`src/rtl/seq_det_pkg.sv`:
```
// Shared types and helpers for the serial sequence detectors.
// Provides the detector state encoding, a low-bit mask builder and the
// pattern-length clamp used when a new configuration is loaded.
package seq_det_pkg;

  typedef enum logic [1:0] {
    ST_IDLE  = 2'd0,
    ST_FILL  = 2'd1,
    ST_ARMED = 2'd2
  } seq_state_e;

  // Widest pattern the helpers below can describe; callers narrow the
  // returned mask to their own PAT_W with a width cast.
  localparam int SEQ_MAX_W = 64;

  // Mask with the low 'len' bits set.
  function automatic logic [SEQ_MAX_W-1:0] len_mask(input int len);
    logic [SEQ_MAX_W-1:0] m;
    m = '0;
    for (int i = 0; i < SEQ_MAX_W; i++) begin
      m[i] = (i < len);
    end
    return m;
  endfunction

  // A zero length is meaningless, so it behaves as a single-bit pattern;
  // anything longer than the history register is cut to the register width.
  function automatic int clamp_len(input int len, input int max_len);
    if (len < 1) begin
      return 1;
    end else if (len > max_len) begin
      return max_len;
    end
    return len;
  endfunction

endpackage

```
`src/rtl/seq_det_sat_cnt.sv`:
```
// Saturating up-counter with a synchronous clear that beats increment.
// Ports: clk/rst_n, clr_i (clear), inc_i (count one), cnt_o (current value).
// Holds at all-ones once reached until cleared or reset.
module seq_det_sat_cnt #(
  parameter int W = 8
) (
  input  logic         clk,
  input  logic         rst_n,
  input  logic         clr_i,
  input  logic         inc_i,
  output logic [W-1:0] cnt_o
);

  logic [W-1:0] cnt_q, cnt_d;

  always_comb begin
    cnt_d = cnt_q;
    if (clr_i) begin
      cnt_d = '0;
    end else if (inc_i && (cnt_q != '1)) begin
      cnt_d = cnt_q + W'(1);
    end
  end

  always_ff @(posedge clk or negedge rst_n) begin
    if (!rst_n) begin
      cnt_q <= '0;
    end else begin
      cnt_q <= cnt_d;
    end
  end

  assign cnt_o = cnt_q;

endmodule

```
`src/rtl/seq_pattern_detector.sv`:
```
// Programmable serial pattern detector (1..PAT_W bits, overlap/non-overlap,
// registered or same-cycle match, saturating match counter).
// Ports: en/din/din_valid stream in, overlap + cfg_* configuration,
// cnt_clr counter clear; match pulse, match_cnt and state out.
module seq_pattern_detector
  import seq_det_pkg::*;
#(
  parameter int               PAT_W       = 8,
  parameter int               CNT_W       = 8,
  parameter int               MEALY       = 0,
  parameter logic [PAT_W-1:0] DEF_PATTERN = PAT_W'(8'b0000_1011),
  parameter int               DEF_LEN     = 4,
  localparam int              LEN_W       = $clog2(PAT_W + 1)
) (
  input  logic             clk,
  input  logic             rst_n,
  input  logic             en,
  input  logic             din,
  input  logic             din_valid,
  input  logic             overlap,
  input  logic             cfg_load,
  input  logic [PAT_W-1:0] cfg_pattern,
  input  logic [LEN_W-1:0] cfg_len,
  input  logic             cnt_clr,
  output logic             match,
  output logic [CNT_W-1:0] match_cnt,
  output logic [1:0]       state
);

  localparam logic [LEN_W-1:0] DEF_LEN_C = LEN_W'(clamp_len(DEF_LEN, PAT_W));

  seq_state_e       state_q, state_d;
  logic [PAT_W-1:0] hist_q, hist_d, hist_next;
  logic [PAT_W-1:0] pat_q, pat_d;
  logic [PAT_W-1:0] mask;
  logic [LEN_W-1:0] fill_q, fill_d, fill_next;
  logic [LEN_W-1:0] len_q, len_d;
  logic             match_q;
  logic             accept;
  logic             hit;

  // Speculative view of history/fill as if the current bit were taken.
  // Fill saturates at len so overlapping matches can fire on every bit.
  always_comb begin
    accept    = en && din_valid;
    hist_next = accept ? {hist_q[PAT_W-2:0], din} : hist_q;
    if (!accept) begin
      fill_next = fill_q;
    end else if (fill_q >= len_q) begin
      fill_next = len_q;
    end else begin
      fill_next = fill_q + LEN_W'(1);
    end
    mask = PAT_W'(len_mask(int'(len_q)));
    // A config load restarts the search, so the bit arriving with it never counts.
    hit  = accept && !cfg_load && (fill_next >= len_q) &&
           (((hist_next ^ pat_q) & mask) == '0);
  end

  always_comb begin
    state_d = state_q;
    hist_d  = hist_q;
    fill_d  = fill_q;
    pat_d   = pat_q;
    len_d   = len_q;

    // Configuration is latched even while disabled.
    if (cfg_load) begin
      pat_d = cfg_pattern;
      len_d = LEN_W'(clamp_len(int'(cfg_len), PAT_W));
    end

    if (!en) begin
      state_d = ST_IDLE;
      fill_d  = '0;
    end else if (cfg_load) begin
      state_d = ST_FILL;
      fill_d  = '0;
    end else begin
      hist_d = hist_next;
      if (hit && !overlap) begin
        // Non-overlapping: the matched bits are consumed.
        state_d = ST_FILL;
        fill_d  = '0;
      end else begin
        fill_d  = fill_next;
        state_d = (fill_next == len_q) ? ST_ARMED : ST_FILL;
      end
    end
  end

  always_ff @(posedge clk or negedge rst_n) begin
    if (!rst_n) begin
      state_q <= ST_IDLE;
      hist_q  <= '0;
      fill_q  <= '0;
      pat_q   <= DEF_PATTERN;
      len_q   <= DEF_LEN_C;
      match_q <= 1'b0;
    end else begin
      state_q <= state_d;
      hist_q  <= hist_d;
      fill_q  <= fill_d;
      pat_q   <= pat_d;
      len_q   <= len_d;
      match_q <= hit;
    end
  end

  seq_det_sat_cnt #(
    .W (CNT_W)
  ) u_cnt (
    .clk   (clk),
    .rst_n (rst_n),
    .clr_i (cnt_clr),
    .inc_i (hit),
    .cnt_o (match_cnt)
  );

  assign match = (MEALY != 0) ? hit : match_q;
  assign state = state_q;

endmodule

```
`config.mk`:
```
export PLATFORM = sky130hd
export DESIGN_NAME = seq_pattern_detector
export DESIGN_NICKNAME = d
export VERILOG_FILES = /design/src/rtl/seq_det_pkg.sv /design/src/rtl/seq_det_sat_cnt.sv /design/src/rtl/seq_pattern_detector.sv
export SDC_FILE = /design/constraint.sdc
export NUM_CORES = 1
export LEC_CHECK = 0
export BUFFER_PORTS_ARGS = -buffer_cell sky130_fd_sc_hd__buf_4
export CAP_MARGIN = 5
export CORE_ASPECT_RATIO = 0.7
export CORE_MARGIN = 4
export CORE_UTILIZATION = 50
export DETAILED_ROUTE_END_ITERATION = 10
export PLACE_DENSITY = 0.71
export RECOVER_POWER = 100
export SYNTH_ARGS = -nofsm -noshare
export SYNTH_HDL_FRONTEND = slang
export SYNTH_HIERARCHICAL = 1
export SYNTH_SLANG_ARGS = --single-unit
```
`constraint.sdc`:
```
create_clock -name clk -period 5.87 [get_ports clk]
set_input_delay 1.174 -clock clk [delete_from_list [all_inputs] [get_ports clk]]
set_output_delay 1.174 -clock clk [all_outputs]
set_load 0.03 [all_outputs]
```
# Word level (Yosys, flattened, before mapping)
# Cells that the tools add are included.
[totals] ff_bits=35 elab_cells=55
[classes] addsub=2 order_cmp=12 eq_ne=2 mux=18 n_bitwise=3 reduce_logical=11
[ops] op="$mux 4" count=8
[ops] op="$mux 8" count=3
[ops] op="$lt 3x4->1 const A" count=4
[ops] op="$add 8x1->8 const B" count=1
[ops] op="$and 8x8->8" count=1
[ops] op="$ge 4x4->1" count=2
[ops] op="$logic_not 8->1" count=1
[ops] op="$lt 1x4->1 const A" count=2
[ops] op="$lt 2x4->1 const A" count=2
[ops] op="$mux 2" count=4
[ops] op="$ne 8x8->1 const B" count=1
[ops] op="$xor 8x8->8" count=1
[ops] op="$logic_and 1x1->1" count=6
[ops] op="$add 4x1->4 const B" count=1
[ops] op="$eq 4x4->1" count=1
[ops] op="$gt 4x4->1 const B" count=1
[ops] op="$lt 4x1->1 const B" count=1
[ops] op="$mux 1" count=3
[ops] op="$logic_not 1->1" count=2
[ops] op="$reduce_and 2->1" count=1
[ops] op="$reduce_bool 2->1" count=1
[ops] op="$not 1->1" count=1

# Logic depth before layout (Yosys ltp)
# Gate-level depths: netlist of run 1.
[depth] ltp_word=10 ltp_mapped=18

# Hierarchy
# The synthesis of run 1 kept the hierarchy.
[by_module_without_submodules] mod="seq_pattern_detector" n_inst=1 cells_each=159 area_per_inst_um2=1676.6 seq_area_each_um2=680.7
[by_module_without_submodules] mod="seq_det_sat_cnt" n_inst=1 cells_each=49 area_per_inst_um2=464.2 seq_area_each_um2=200.2

# Worst setup path after synthesis of run 1
# OpenSTA, ideal clock, no wires.
[synth_timing] path_kind="input-to-reg" startpoint="input en" endpoint="register u_cnt.cnt_q[7], in the netlist u_cnt/cnt_o[7]" setup_time_ns=0.094 arrival_ns=3.623 t_required_ns=5.776 setup_slack_ns=2.153 stages=13 cell_sequence="buf_6 -> nand2_1 -> o311a_1 -> ha_1 -> nor2_1 -> a21oi_1 -> o311ai_0 -> a221o_1 -> nor3_1 -> buf_2 -> nand3_1 -> or3_1 -> a211oi_1"
[synth_via] elab_chain_cells=8
[synth_lines] element="start, declared" line="seq_pattern_detector.sv:17" rtl="input logic en,"
[synth_lines] element="$logic_and 1x1->1 (*)" line="seq_pattern_detector.sv:45" rtl="accept = en && din_valid;"
[synth_lines] element="$mux 8" line="seq_pattern_detector.sv:46" rtl="hist_next = accept ? {hist_q[PAT_W-2:0], din} : hist_q;"
[synth_lines] element="$xor 8x8->8" line="seq_pattern_detector.sv:57" rtl="(((hist_next ^ pat_q) & mask) == '0);"
[synth_lines] element="$and 8x8->8" line="seq_pattern_detector.sv:57"
[synth_lines] element="$logic_not 8->1" line="seq_pattern_detector.sv:57"
[synth_lines] element="$logic_and 1x1->1 (*)" line="seq_pattern_detector.sv:56" rtl="hit = accept && !cfg_load && (fill_next >= len_q) &&"
[synth_lines] element="via hit" line="seq_pattern_detector.sv:40" rtl="logic hit;"
[synth_lines] element="$logic_and 1x1->1 (*)" line="seq_det_sat_cnt.sv:20" rtl="end else if (inc_i && (cnt_q != '1)) begin"
[synth_lines] element="$reduce_bool 2->1 (no source line) (*)"
[synth_lines] element="end signal, assigned" line="seq_det_sat_cnt.sv:29" rtl="cnt_q <= cnt_d;"
[synth_lines] element="end, declared" line="seq_det_sat_cnt.sv:14" rtl="logic [W-1:0] cnt_q, cnt_d;"
# Mark *: on every way through the listed nets, which the timed path passes. The rest lies on a longest branch.
# A chain may end at the register's enable or synchronous reset.

# Worst setup path in the final report of run 1
[layout_timing] startpoint="register len_q[3]" endpoint="register u_cnt.cnt_q[7], in the netlist u_cnt/cnt_o[7]"
[layout_via] elab_chain_cells=8
[layout_lines] element="start, declared" line="seq_pattern_detector.sv:37" rtl="logic [LEN_W-1:0] len_q, len_d;"
[layout_lines] element="start signal, assigned" line="seq_pattern_detector.sv:105" rtl="len_q <= len_d;"
[layout_lines] element="$ge 4x4->1" line="seq_pattern_detector.sv:49" rtl="end else if (fill_q >= len_q) begin"
[layout_lines] element="$mux 4" line="seq_pattern_detector.sv:49"
[layout_lines] element="$mux 4" line="seq_pattern_detector.sv:47" rtl="if (!accept) begin"
[layout_lines] element="$ge 4x4->1" line="seq_pattern_detector.sv:56"
[layout_lines] element="$logic_and 1x1->1" line="seq_pattern_detector.sv:56"
[layout_lines] element="$logic_and 1x1->1 (*)" line="seq_pattern_detector.sv:56"
[layout_lines] element="via hit" line="seq_pattern_detector.sv:40"
[layout_lines] element="$logic_and 1x1->1 (*)" line="seq_det_sat_cnt.sv:20"
[layout_lines] element="$reduce_bool 2->1 (no source line) (*)"
# Marks and branches as above.

==> metrics.txt, run 1 <==
I/O Pins 31; gpl congestion 0.8785; grt ovf 0; syn nets 238; area of the core 4018 um2; Clk pin slew, worst setup/hold paths 0.08 ns; post-DR vias/cell 5.853; first-pass GRT wire length 7976 um; Max FO, Critical Path 10; initial antenna violation count 0; Total Routing Usage GR 0.1864; post-synth cell types 55; vias in the first global route 1643; dominant synthesized flop cell dfrtp_1; CP startpoint kind flop; relative slew slack -0.2523; synthesized area per cell 10.29 um2; post-synthesis xor/xnor area fraction 0.008182; wirelength, routed 4719 um; Final period util 0.7784; fraction of synthesized area in multiplexers 0.1146; num rows 19; Area Growth Syn to Fin 11.86%; CTS Sinks 35; Post-CTS Setup Bufs 0; pwr dens 268.7 nW/um2; Synth Register Bits 35; status complete, but fails checks; Synthesis Warnings 6; drt initial violations 126; pin count of the biggest net entering global routing 36; worst skew pair latency 0.30 ns; failing checks capacitance limit, slew limit; PortBufs 30; Initial Util 0.5329; Max Freq 218.9 MHz; Pins Over Slew Limit 36; most frequent cell after synthesis dfrtp_1; clock buffer depth 2; Residual DRC 0; Layout Nets 269; total CTS buffers 5; DIE HEIGHT 62.75 um; Die Width 86.21 um; Fin Setup TNS 0 ns; share of cells above drive strength 1 0.2458; post-synthesis instance total 208; root buffer cell clkbuf_8; Finished Core Util 0.5961; largest family of logic cells by synthesized area simple AND/OR/NAND/NOR gates; WS Path Type reg2reg; Tmin final 4.569 ns; Pre-antenna DRT Iters 4; FILL cells 377; cts hold-fix bufs 0; Slew @ Worst Pin 1.878 ns; Fin. Hold Viols 0; Synth Area in Adders 0.05845; FFs w/ async S/R, synth 1.000; synth top area cells dfrtp_1 36%, mux2_2 11%, ha_1 5.8%, dfstp_2 4.9%, nor2_1 3.0%; ANT nets after route 0; Yosys top cell by area dfrtp_1; share of the yosys chip area belonging to registers 0.4115; crit path DAT 4.78 ns; Max Cap Viol 1; CTS tree built; total die area 5409 um2; setup violators final 0; EDFF count, synth 0; DP HPWL 3434 um; Ant. Diodes 0; Vias 1709; H-tree levels 2; Compound-Gate Fraction of Synth Area 0.1759; Simple-Gate Fraction of Synth Area 0.1940; Avg WL per Cell 16.16 um; Critical Path End Type flop; Synth top area share 0.3624; cell area after synthesis 2141 um2; post-cts sizing count 0; peak supply drop 0.0001736 V; Critical Path RT 6.08 ns; Hold Path Class reg2reg; Fin Clk Skew 0.006578 ns; unrepaired setup endpoints after global routing false; pre-CTS setup slack 1.334 ns; Post-synth top cells 31 x dfrtp_1, 20 x mux2_2, 17 x nor2_1; leakage 1.018 nW; fin worst setup slack 1.301 ns
[final cells by class]
type	instances	area (um2)	area share
clock inverter	3	20.02	0.008359
clock buffer	5	68.82	0.02874
timing repair buffer	30	176.4	0.07367
inverter	9	33.78	0.01411
multi-input combinational	158	1150	0.4801
sequential	35	880.8	0.3678
tap	52	65.06	0.02717
[where the power goes]
| group | leakage (nW) | internal [W] | total [W] | switching, W |
|---|---|---|---|---|
| logic | 0.533 | 0.0000834 | 0.000161 | 0.0000781 |
| clock network | 0.0402 | 0.0000825 | 0.000176 | 0.0000939 |
| registers | 0.445 | 0.000276 | 0.000306 | 0.0000296 |
| total | 1.02 | 0.000442 | 0.000644 | 0.000202 |
[per-stage QoR]
| step | instance area, um2 | power (W) | std cells | hold WS [ns] |
|---|---|---|---|---|
| finish | 2395 | 0.0006435 | 292 | 0.5152 |
| global route | 2395 | 0.0006814 | 292 | 0.5432 |
| CTS | 2474 | 0.0006510 | 292 | 0.5164 |
| detailed placement | 2385 | 0.0004766 | 284 | 0.4992 |
| global placement | 2385 | 0.0004729 | 284 | 0.5050 |
| floorplan | 2141 | 0.0004283 | 208 | 0.4786 |
[metal layers]
metal | global-route usage | share of wire | vias up
li1 | - | - | 838
met1 | 0.2796 | 0.50 | 818
met2 | 0.2644 | 0.43 | 47
met3 | 0.05929 | 0.061 | 6
met4 | 0.03307 | 0.0066 | 0
met5 | 0 | 0 | -
[cell usage in the layout, fill, tap and decap left out, types with 2 or more instances in the layout]
master      instances
nor3_1             12
and3_1              5
dfrtp_1            31
a22oi_1             2
a21oi_1             5
nor2_1             17
clkinvlp_4          2
o21ai_0             8
mux2_2             20
inv_1               9
ha_1               10
nand3_1             5
o21ai_1             2
or3_1               4
o211ai_1            2
nand4_1             3
clkbuf_1           13
o311ai_0            2
buf_4              17
xnor2_1             2
o21a_1              2
a31oi_1             2
nor2b_1             4
nand2_1            12
clkbuf_8            5
dfstp_2             4
mux2i_1             2
nor4_1              2
a21boi_1            2
a211oi_1            3
nand2b_1            3
a21boi_0            4
[final timing paths]
| path | slack [ns] | endpoint | from | cells past startpoint |
|---|---|---|---|---|
| setup reg to reg | 1.30 | u_cnt/cnt_o[7] | len_q[3] | 16 |
| hold / removal | 0.52 | hist_q[7] | hist_q[7] | 1 |
| hold reg to reg | 0.52 | hist_q[7] | hist_q[7] | 1 |
| max in group asynchronous | 3.40 | state[1] | rst_n | 1 |
| min in group asynchronous | 1.39 | pat_q[6] | rst_n | 1 |
| setup / recovery | 1.30 | u_cnt/cnt_o[7] | len_q[3] | 16 |
[state kept, by name, summed over array words and instances (netlist names)]
register and count:
match 1, hist_q 8, u_cnt/cnt_o 8, pat_q 8, state 2, len_q 4, fill_q 4
[cell families (layout without fill, tap and decap cells)]
group	after synthesis	in the layout
AOI/OAI and AO/OA	48	48
xor gates and xnor gates	2	2
adders and majority gates	10	10
buffers and inverters	15	47
DFF	35	35
muxes	22	22
and+or+nand+nor	76	76
[worst max-delay path: stages (launching register included)]
cell      delay, ns
dfrtp_1        0.48
inv_1          0.16
ha_1           0.24
nor3_1         0.28
a211o_1        0.24
mux2_2         0.34
nor2_1         0.12
nor2_1         0.07
ha_1           0.28
o21ai_0        0.08
a21oi_1        0.12
o311ai_0       0.12
a221o_1        0.33
nor3_1         0.77
nand3_1        0.27
or3_1          0.36
a211oi_1       0.23
Note: power is estimated with default switching activity, not from simulation.
==> run 2: changes to the inputs <==
--- a/config.mk
+++ b/config.mk
@@ -11,7 +11,7 @@
 export CORE_MARGIN = 4
 export CORE_UTILIZATION = 50
 export DETAILED_ROUTE_END_ITERATION = 10
-export PLACE_DENSITY = 0.71
+export PLACE_DENSITY = 0.74
 export RECOVER_POWER = 100
 export SYNTH_ARGS = -nofsm -noshare
 export SYNTH_HDL_FRONTEND = slang
==> constraint.sdc (replaced) <==
create_clock -name clk -period 3.9 [get_ports clk]
set_input_delay 0.78 -clock clk [delete_from_list [all_inputs] [get_ports clk]]
set_output_delay 0.78 -clock clk [all_outputs]
set_load 0.03 [all_outputs]
==> run 2 against run 1 <==
  * The run still ends with capacitance limit, slew limit left
  * Total power increased by 60%
  * Register-to-register slack worse by 1.2 ns
  * Clock skew is 0.0012 ns higher
  * Core utilization increased by 5.0 points
  * Wire length increased by 7.5%
  * Global-route usage up 0.37 points
  * Largest cell class unchanged
==> metrics.txt, run 2 (synthesis gave the netlist of run 1 again) <==
status complete, but fails checks; failing checks capacitance limit, slew limit; Worst R2R Setup Slack 0.13 ns; first-pass GRT wire length 8142 um; worst skew pair latency 0.28 ns; hold_ws 0.5093 ns; Critical Path End Type flop; crit path launch len_q[2]; Die Width 86.21 um; R2R cell count 16; PortBufs 30; DIE HEIGHT 62.75 um; Clock power frac 0.279; Total Routing Usage GR 0.1901; setup violators final 0; I/O Pins 31; fin worst setup slack 0.1267 ns; Pins Over Slew Limit 36; Reg power frac 0.445; Critical Path RT 4.09 ns; ANT nets after route 0; clock buffer depth 2; Max Freq 265.0 MHz; relative slew slack -0.2594; crit path DAT 3.97 ns; post-DR vias/cell 5.937; commonest non-fill, non-tap cells in the layout 30 x dfrtp_1, 27 x buf_4, 18 x mux2_2, 15 x nor2_1, 14 x clkbuf_1; gpl congestion 0.9244; Layout Nets 279; Pre-antenna DRT Iters 5; H-tree levels 2; vias in the first global route 1627; crit path to u_cnt/cnt_o[7]; DP HPWL 3535 um; drt initial violations 110; P_int 0.0007211 W; Avg WL per Cell 16.79 um; Area Growth Syn to Fin 21.33%; Slew @ Worst Pin 1.889 ns; root buffer cell clkbuf_8; Final period util 0.9675; Max Cap Viol 1; Tmin final 3.773 ns; switching share of power 0.2981; CTS tree built; total die area 5409 um2; grt ovf 0; pre-CTS setup slack -0.01294 ns; Logic pwr share 0.275; num rows 19; Fin. Hold Viols 0; CP startpoint kind flop; Clk pin slew, worst setup/hold paths 0.07 ns; leakage 1.115 nW; FILL cells 323; wirelength, routed 5071 um; Fin Clk Skew 0.007814 ns; Ant. Diodes 0; Non-Filler Instances 302; Reg-to-Reg End u_cnt/cnt_o[7]; share of cells above drive strength 1 0.3360; peak supply drop 0.0002405 V; Worst R2R Start len_q[2]; Hold Path Class reg2reg; net switching power figure 0.0003062 W; pwr dens 395.5 nW/um2; total CTS buffers 5; pin count of the biggest net entering global routing 36; CTS Sinks 35; area of the core 4018 um2; WS Path Type reg2reg; initial antenna violation count 0; Initial Util 0.5329; Residual DRC 0; Max FO, Critical Path 4; Vias 1793; placed insts 290; most common cell after layout, fill and taps aside dfrtp_1
run 2: changes by cell type in the layout (fill, tap and decap cells not counted), sizes merged:
cell | before | now
buf | 17 | 27
clkbuf | 18 | 21
clkinvlp | 2 | 0
clkinv | 1 | 0
run 2: repair_timing:
item | CTS | global route
endpoints found under the setup margin | 4 | 8
pin swaps | 0 | 7
cloned | 0 | 0
hold buffers | 0 | 0
gates resized for setup | 1 | 19
buffers inserted | 0 | 4
run 2: worst min-delay path by stage:
stage | cells after the start | to | startpoint
floorplan | 0 | fill_q[0] | rst_n
global placement | 1 | hist_q[7] | hist_q[7]
detailed placement | 1 | hist_q[7] | hist_q[7]
CTS | 1 | pat_q[4] | rst_n
global route | 1 | hist_q[7] | hist_q[7]
finish | 1 | hist_q[7] | hist_q[7]
run 2: layout make-up:
cell class                 count  area [um2]  area share
timing repair buffer          40       251.5     0.09682
multi-input combinational    158        1265      0.4870
clock buffer                   8       100.1     0.03854
sequential                    35       882.1      0.3396
tap                           52       65.06     0.02505
inverter                       9       33.78     0.01301
run 2: stage by stage:
stage,util,cell area [um2],power [W],TNS (ns)
2_1_floorplan,-,2141,0.0006447,0
3_3_place_gp,0.6048,2430,0.0007149,0
3_5_place_dp,0.6048,2430,0.0007226,-0.01294
4_1_cts,0.6310,2535,0.001013,0
5_1_grt,0.6465,2597,0.001083,-0.2100
6_report,0.6465,2597,0.001027,0
run 2: power by group through the flow:
stage / Sequential [W] / Combinational (W) / Clock [W]
floorplan: 0.000455 / 0.000189 / 0
global placement: 0.000462 / 0.000253 / 0
detailed placement: 0.000463 / 0.000259 / 0
CTS: 0.000457 / 0.000264 / 0.000293
global route: 0.000465 / 0.000310 / 0.000307
finish: 0.000458 / 0.000283 / 0.000287
run 2: critical path, cell delays in order, from the launching register on:
cell	delay, ns
dfstp_2	0.56
inv_1	0.10
ha_4	0.23
nor3_2	0.24
a211o_1	0.25
mux2_4	0.33
nor2_2	0.09
nor2_1	0.06
ha_1	0.29
o21ai_0	0.08
a21oi_1	0.12
o311ai_1	0.10
a221o_1	0.32
nor3_4	0.24
nand3_2	0.14
or3_4	0.35
a211oi_2	0.19
run 2: metal layers:
layer / share of wire / routed length, um / track usage
met1: 0.49 / 2460 / 0.3024
met2: 0.43 / 2190 / 0.2548
met3: 0.079 / 401 / 0.05797
met4: 0.0037 / 19 / 0.02724
met5: 0 / 0 / 0
